**config.mk**
```make
export PLATFORM = sky130hd
export DESIGN_NAME = seq_detect_scheduler
export DESIGN_NICKNAME = d
export VERILOG_FILES = /design/src/rtl/seq_det_pkg.sv /design/src/rtl/mealy_1011_step.sv /design/src/rtl/seq_detect_scheduler.sv
export SDC_FILE = /design/constraint.sdc
export NUM_CORES = 1
export LEC_CHECK = 0
export CORE_ASPECT_RATIO = 1.75
export CORE_MARGIN = 2
export CORE_UTILIZATION = 56
export CTS_BUF_LIST = sky130_fd_sc_hd__clkbuf_8
export CTS_CLUSTER_DIAMETER = 100
export DETAILED_ROUTE_END_ITERATION = 6
export PLACE_DENSITY = 0.94
export SLEW_MARGIN = 25
export SYNTH_ARGS = -nofsm -noshare
export SYNTH_HDL_FRONTEND = slang
export SYNTH_HIERARCHICAL = 1
export SYNTH_SLANG_ARGS = --single-unit
```
**constraint.sdc**
```tcl
create_clock -name clk -period 7.62 [get_ports clk]
set_input_delay 1.524 -clock clk [delete_from_list [all_inputs] [get_ports clk]]
set_output_delay 1.524 -clock clk [all_outputs]
set_load 0.05 [all_outputs]
```
**src/rtl/seq_det_pkg.sv**
```systemverilog
// Shared encodings for the 1011 detector and the scheduler controller.
package seq_det_pkg;

    typedef enum logic [1:0] {
        S0 = 2'd0,
        S1 = 2'd1,
        S2 = 2'd2,
        S3 = 2'd3
    } det_t;

    typedef enum logic {
        IDLE  = 1'b0,
        SHIFT = 1'b1
    } fsm_t;

endpackage

```
**src/rtl/mealy_1011_step.sv**
```systemverilog
// One combinational step of the overlapping Mealy 1011 detector.
module mealy_1011_step
    import seq_det_pkg::*;
(
    input  logic [1:0] state,
    input  logic       bit_in,
    output logic [1:0] nxt,
    output logic       match
);

    det_t n;

    always_comb begin
        n     = S0;
        match = 1'b0;
        unique case (det_t'(state))
            S0: n = bit_in ? S1 : S0;
            S1: n = bit_in ? S1 : S2;
            S2: n = bit_in ? S3 : S0;
            S3: begin
                n     = bit_in ? S1 : S2;
                match = bit_in;
            end
        endcase
    end

    assign nxt = n;

endmodule

```
**src/rtl/seq_detect_scheduler.sv**
```systemverilog
// Round-robin scheduler time-sharing one 1011 detector across channels,
// with per-channel detector context and saturating match counters.
module seq_detect_scheduler
    import seq_det_pkg::*;
#(
    parameter int N_CH  = 4,
    parameter int CNT_W = 8
) (
    input  logic                    clk,
    input  logic                    reset,
    input  logic [N_CH-1:0]         req,
    input  logic [8*N_CH-1:0]       data,
    output logic [N_CH-1:0]         ack,
    output logic                    busy,
    output logic                    match_valid,
    output logic [$clog2(N_CH)-1:0] match_ch,
    output logic [CNT_W*N_CH-1:0]   match_cnt
);

    localparam int CH_W = $clog2(N_CH);

    fsm_t             state, nstate;
    logic [CH_W-1:0]  last, g, gnt;
    logic             found;
    logic [7:0]       sh;
    logic [2:0]       bidx;
    det_t             det;
    det_t             ctx [N_CH];
    logic [CNT_W-1:0] cnt [N_CH];
    logic [1:0]       step_nxt;
    logic             hit;

    mealy_1011_step u_step (
        .state  (det),
        .bit_in (sh[bidx]),
        .nxt    (step_nxt),
        .match  (hit)
    );

    // Search starts one past the last grant so every requester is reached.
    always_comb begin
        found = 1'b0;
        gnt   = last;
        for (int k = 1; k <= N_CH; k++) begin
            if (!found && req[(int'(last) + k) % N_CH]) begin
                found = 1'b1;
                gnt   = CH_W'((int'(last) + k) % N_CH);
            end
        end
    end

    always_ff @(posedge clk or negedge reset) begin
        if (!reset) state <= IDLE;
        else        state <= nstate;
    end

    always_comb begin
        nstate = state;
        unique case (state)
            IDLE:  if (found) nstate = SHIFT;
            SHIFT: if (bidx == 3'd0) nstate = IDLE;
        endcase
    end

    assign busy = (state == SHIFT);

    always_ff @(posedge clk or negedge reset) begin
        if (!reset) begin
            last        <= CH_W'(N_CH - 1);
            g           <= '0;
            sh          <= '0;
            bidx        <= 3'd7;
            det         <= S0;
            ack         <= '0;
            match_valid <= 1'b0;
            match_ch    <= '0;
            for (int i = 0; i < N_CH; i++) begin
                ctx[i] <= S0;
                cnt[i] <= '0;
            end
        end else begin
            ack         <= '0;
            match_valid <= 1'b0;
            if (state == IDLE && found) begin
                g        <= gnt;
                last     <= gnt;
                sh       <= data[8*gnt +: 8];
                ack[gnt] <= 1'b1;
                det      <= ctx[gnt];
                bidx     <= 3'd7;
            end else if (state == SHIFT) begin
                det <= det_t'(step_nxt);
                if (hit) begin
                    match_valid <= 1'b1;
                    match_ch    <= g;
                    if (cnt[g] != '1) cnt[g] <= cnt[g] + 1'b1;
                end
                if (bidx == 3'd0) ctx[g] <= det_t'(step_nxt);
                else              bidx   <= bidx - 3'd1;
            end
        end
    end

    for (genvar i = 0; i < N_CH; i++) begin : g_cnt
        assign match_cnt[CNT_W*i +: CNT_W] = cnt[i];
    end

endmodule
```
=== Yosys cells after proc, flatten, opt, wreduce, memory -nomap -nowiden ===
Cells that the tools add are included.

* Register bits after elaboration: 65
* Bits in latches: 0
* RAM bits: 0
* ROM bits: 0
* Bits of input ports: 38
* Output and inout bits: 40
* Word-level logic and storage cells: 121
* Memories: 0

* Add/sub/neg operators: 6
* Multipliers: 0
* Div/mod/pow operators: 0
* $lt $le $gt $ge: 10
* Eq/ne operators: 5
* Shifts and indexed selects: 1
* Muxes and demuxes: 53
* Bitwise operators: 8
* Reductions and logical operators: 21

{| class="wikitable"
|+ Operators by type and width
! kind !! number
|-
| $bwmux W32 || 1
|-
| $shiftx A32 B6 Y8 || 1
|-
| $mux W8 || 3
|-
| $mux W2 || 11
|-
| $mux W1 || 21
|-
| $lt A3 B4 Y1 const B || 5
|-
| $bmux W8 S2 || 1
|-
| $demux W8 S2 || 1
|-
| $reduce_or A2 Y1 || 5
|-
| $mux W3 || 3
|-
| $add A8 B1 Y8 const B || 1
|-
| $bmux W1 S2 || 4
|-
| $bwmux W8 || 1
|-
| $ne A8 B8 Y1 const B || 1
|-
| $ge A3 B3 Y1 const B || 2
|-
| $logic_and A1 B1 Y1 || 6
|-
| $not A2 Y3 || 2
|-
| $pmux W2 S3 || 1
|-
| $reduce_and A3 Y1 || 2
|-
| $add A2 B1 Y2 const B || 2
|-
| $add A2 B2 Y2 const B || 2
|-
| $and A1 B1 Y1 const A || 4
|-
| $bmux W2 S2 || 1
|-
| $demux W2 S2 || 1
|-
| 18 further kinds || 22
|}

=== Longest topological paths before layout ===
* Depth after elaboration: 21
* Gate-level depth with buffers: 12
* Gate-level depth less buffers: 9

=== By module ===
The synthesis kept the hierarchy.

{| class="wikitable"
|+ By module, submodules not included
! module !! times used !! cells an instance !! area each (sq um) !! seq. area each (sq um)
|-
| seq_detect_scheduler || 1 || 252 || 3,342.0 || 1,632.8
|-
| mealy_1011_step || 1 || 4 || 25.0 || 0.0
|}

=== Worst setup path after synthesis ===
OpenSTA, ideal clock, no wires.

* Kind: input to register
* From: input port req[3]
* To: register sh[2]
* Setup time: 125 ps
* Arrival time: 3,106 ps
* Required time: 7,495 ps
* Slack: 4,390 ps
* Stages: 7
* Buffers on the path: 1
* Cell sequence: mux2i_1 -> o32ai_1 -> a21oi_1 -> clkbuf_1 -> mux2i_1 -> mux2i_1 -> mux2_2

* Longest elaborated chain between the ends: 14
* Elaborated cells between the ends (all ways): 28
* Classes of those cells: 1 x shift; 20 x mux; 7 x reduce/logical

{| class="wikitable"
|+ Ends and longest elaborated chain
! element !! line !! source
|-
| from (decl) || seq_detect_scheduler.sv:11 || <nowiki>input logic [N_CH-1:0] req,</nowiki>
|-
| $bmux W1 S2 || seq_detect_scheduler.sv:45 || <nowiki>if (!found && req[(int'(last) + k) % N_CH]) begin</nowiki>
|-
| $mux W1 (not written as such) (2 in a row) || seq_detect_scheduler.sv:45 ||
|-
| $mux W1 || seq_detect_scheduler.sv:45 ||
|-
| $logic_not A1 Y1 || seq_detect_scheduler.sv:45 ||
|-
| $logic_and A1 B1 Y1 || seq_detect_scheduler.sv:45 ||
|-
| $mux W1 || seq_detect_scheduler.sv:45 ||
|-
| $logic_not A1 Y1 || seq_detect_scheduler.sv:45 ||
|-
| $logic_and A1 B1 Y1 || seq_detect_scheduler.sv:45 ||
|-
| $mux W1 || seq_detect_scheduler.sv:45 ||
|-
| $logic_not A1 Y1 || seq_detect_scheduler.sv:45 ||
|-
| $logic_and A1 B1 Y1 || seq_detect_scheduler.sv:45 ||
|-
| $mux W2 / $mux W1 (equally long branches) || seq_detect_scheduler.sv:45 ||
|-
| $shiftx A32 B6 Y8 / $logic_and A1 B1 Y1 (equally long branches) || seq_detect_scheduler.sv:87, seq_detect_scheduler.sv:84 ||
|-
| to (signal assigned) || seq_detect_scheduler.sv:87 || <nowiki>sh <= data[8*gnt +: 8];</nowiki>
|-
| to (decl) || seq_detect_scheduler.sv:25 || <nowiki>logic [7:0] sh;</nowiki>
|}

Several ways; a longest one is shown, not always the timed one. The select of a mux whose other input is x is not followed.
A chain may end at the register's enable or synchronous reset.

=== Final worst setup path ===
* From: register g[1]
* To: register cnt (netlist bit match_cnt[9])

* Longest elaborated chain between the ends: 6
* Elaborated cells between the ends (all ways): 13
* Classes of those cells: 1 x add/sub; 2 x order compare; 1 x eq/ne; 6 x mux; 1 x bitwise; 2 x reduce/logical

{| class="wikitable"
|+ Ends and longest elaborated chain
! element !! line !! source
|-
| from (decl) || seq_detect_scheduler.sv:23 || <nowiki>logic [CH_W-1:0] last, g, gnt;</nowiki>
|-
| from (signal assigned) || seq_detect_scheduler.sv:85 || <nowiki>g <= gnt;</nowiki>
|-
| $not A2 Y3 (not written as such) * || seq_detect_scheduler.sv:96 || <nowiki>if (cnt[g] != '1) cnt[g] <= cnt[g] + 1'b1;</nowiki>
|-
| $bmux W8 S2 (tied with other cells) || seq_detect_scheduler.sv:96 ||
|-
| $mux W8 (not written as such) / $logic_and A1 B1 Y1 (equally long branches) || seq_detect_scheduler.sv:96 ||
|-
| $mux W8 (not written as such) || seq_detect_scheduler.sv:96 ||
|-
| $add A8 B1 Y8 (tied with other cells) || seq_detect_scheduler.sv:96 ||
|-
| $bwmux W32 / $reduce_and A4 Y1 (equally long branches) || n/a ||
|-
| to (signal, indexed assignment) || seq_detect_scheduler.sv:79 || <nowiki>cnt[i] <= '0;</nowiki>
|-
| to (decl) || seq_detect_scheduler.sv:29 || <nowiki>logic [CNT_W-1:0] cnt [N_CH];</nowiki>
|}

Every way passes the cells marked *; elsewhere a longest branch is shown, timed or not. The select of a mux whose other input is x is not followed.

==> results.md <==
* Worst r2r path cells at 8
* Synthesis-stage register bit count at 65
* Total grt overflow at 0
* HPWL Detailed at about 5700 um
* Library cells used by synthesis at 37
* I/O Pins at slightly below 80
* Number of cell rows at 37
* Max cap viols at 0
* Filler cells at 363
* CTS Hold Bufs at 0
* Final ANT Viol Nets at 0
* Register area share after synthesis at 48.5%
* Power Density at 385 mW/mm^2
* Final period util at between 40% and 50%
* Fmax at roughly 0.29 GHz
* Multiplexer area fraction after synthesis at between 30% and 40%
* Post-synthesis area per instance at around 13 sq um
* Post-CTS Resized at 0
* Gate Count Post-Synth at about 260
* Critical R2R Launch: g[1]
* Count leader, synth: dfrtp_1
* Final wirelength at between 8000 and 9000 um
* Port Buffers at 77
* P&R area growth vs syn at 32.6%
* Relative slew slack at 45.4%
* Startpoint types: flop
* Compound-Gate Fraction of Synth Area at under 10%
* Fin cells at ~420
* Synth area leader: dfrtp_1
* Worst Hold Class: reg -> reg
* Final setup violation count at 0
* Synth area leaders: dfrtp_1, mux2_2, mux2i_1, dfstp_2, mux2_4
* Hold EP: sh[6]
* DR vias at 2468
* Root Driver: clkbuf_8
* PnR worst setup slack at about 4.2 ns
* Syn_nets at between 200 and 300
* R2R Path End: match_cnt[9]
* Fin Setup TNS at 0 ns
* Setup CP Type: reg -> reg
* Hold_sp: sh[6]
* RePlAce Congestion at 0.832
* Synth Area in Adders at 1.11%
* CP max FO at 16
* Hold Slack at about 0.5 ns
* Clock Latency Late Sink at approximately 0.34 ns
* Die area at between 0.006 and 0.007 sq mm
* First-pass GRT wire length at 13200 um
* Sink Count at 65
* Synth cell count leaders: dfrtp_1, mux2_2, mux2i_1
* Flop2flop setup slack at 4.21 ns
* Crit path DAT at roughly 3.6 ns
* Initial Util at between 50 and 60%
* CTS tree: built
* Die Y at 107 um
* Simple-gate share of the synthesized area at about 7.4%
* Synthesized area at 0.00337 sq mm
* Vias in the first global route at approximately 2700
* Antenna Cells at 0
* P_leak at ~2.1 nW
* Worst path required time at 7.84 ns
* Slew of the pin with the lowest slew margin at about 0.81 ns
* Initial antenna violation count at 0
* Total track usage at 26.2%
* Final Hold Vio Count at 0
* Yosys warning count at 6
* Total core area at about 0.006 sq mm
* Dpl cells at 400
* Hold Path Cell Cnt at 1
* CTS H-Tree Depth at 3
* Synth Flop Type: dfrtp_1
* Post-CTS Setup Inserts at 0
* Synth top area share at between 40% and 50%
* Clock-pin slew on the worst setup and hold paths at around 0.07 ns
* Min Tclk post-route at ~3.4 ns
* Residual DRC at 0
* Status: finished, final reports clean
* Slew Viols, Final at 0
* Clock Tree Buf Depth at 2
* Clock Skew at roughly 0.011 ns
* Pre-CTS WS at between 4 and 5 ns
* Via/cell ratio at between 5 and 6
* Peak VDD IR at approximately 0.30 mV
* Detailed router's first-iteration violation count at 125
* Crit. End Element: flop
* Largest net degree at the start of global routing at 66
* WL/cell at ~20 um
* Nets at between 300 and 400
* Async set-or-reset flop fraction in the synthesized netlist at 100%
* Xor/xnor cell area share of the yosys netlist at 1.82%
* EDFF count, synth at 0
* Inserted Clock Buffers at 9
* Largest family of logic cells by synthesized area: multiplexers
* Die width at ~63 um
* 1st-pass router iterations at 5
* RSZ-0062 raised after global routing: false
* Layout cell share with drive strength beyond 1 at a little over a quarter
registers in the layout (all words and copies together), names as in the netlist:
| name | count |
|---|---|
| match_ch | 2 |
| ctx | 8 |
| busy | 1 |
| match_cnt | 32 |
| g | 2 |
| sh | 8 |
| last | 2 |
| det | 2 |
| bidx | 3 |
| match_valid | 1 |
| ack | 4 |
kinds of logic (layout without fill, tap and decap cells):
kind of cell | after synthesis | after routing
xor+xnor | 7 | 7
compound gates | 19 | 19
mux | 93 | 93
flops | 65 | 65
buf+inv | 22 | 104
fa+ha+maj | 3 | 3
simple gates | 47 | 47
worst max path at each step:
stage,cells past startpoint,to,startpoint,slack (ns)
finish,8,match_cnt[9],g[1],4.21
global route,8,match_cnt[9],g[1],4.11
CTS,1,busy,busy,4.22
detailed placement,8,sh[7],req[3],4.09
global placement,8,sh[2],req[3],4.17
floorplan,7,sh[2],req[3],4.39
power breakdown:
group          total, mW  internal, mW  switching, mW  leakage (nW)
Sequential         0.589         0.461          0.128         0.836
Clock              0.400         0.268          0.133         0.140
Combinational      0.731         0.340          0.391          1.11
critical path, cell delays in order (launching register included):
cell,delay (ns)
dfrtp_1,0.77
mux2_2,0.40
o21ai_0,0.43
inv_1,0.14
ha_1,0.27
and3_4,0.19
and3_4,0.16
or3_1,0.56
mux2_2,0.36
cell type report:
class / instances / area (sq um) / area share (%)
clock buffer: 11 / 151 / 3.39
clock inverter: 5 / 125 / 2.80
inverter: 7 / 26.3 / 0.589
multi-input combinational: 169 / 1640 / 36.6
sequential: 65 / 1630 / 36.6
tap: 78 / 97.6 / 2.19
timing repair buffer: 81 / 796 / 17.8
stage by stage:
step	util (%)	power [mW]	area (sq um)
floorplan	-	1.09	3370
global placement	71.8	1.27	4190
detailed placement	71.8	1.31	4190
CTS	76.5	1.72	4460
global route	76.5	1.80	4460
finish	76.5	1.72	4460
cell usage in the layout, fill, tap and decap left out, types with 2 or more instances in the layout:
cell type / n
mux2_2: 44
buf_4: 4
o21a_1: 5
o221ai_1: 2
bufinv_16: 4
clkbuf_8: 11
xor2_1: 3
a21oi_1: 3
dfrtp_1: 60
mux4_1: 4
and3_1: 2
nand2_1: 14
mux4_2: 5
and3_4: 2
xnor2_1: 4
nor2_1: 10
nor3_1: 2
or3_1: 4
nand2b_1: 5
ha_1: 3
inv_1: 7
a31oi_1: 2
dfstp_2: 5
mux2_4: 8
mux2i_1: 32
o21ai_0: 3
clkdlybuf4s50_1: 76
layer usage:
layer	track usage, %	part of all wire (%)	routed length (um)	vias up
met3	4.62	3.9	319	18
met2	49.1	58	4740	107
met5	0	0	0	-
li1	-	-	-	1089
met1	27.2	35	2880	1254
met4	14.0	2.7	220	0
Power figures use the tool's default switching activity.
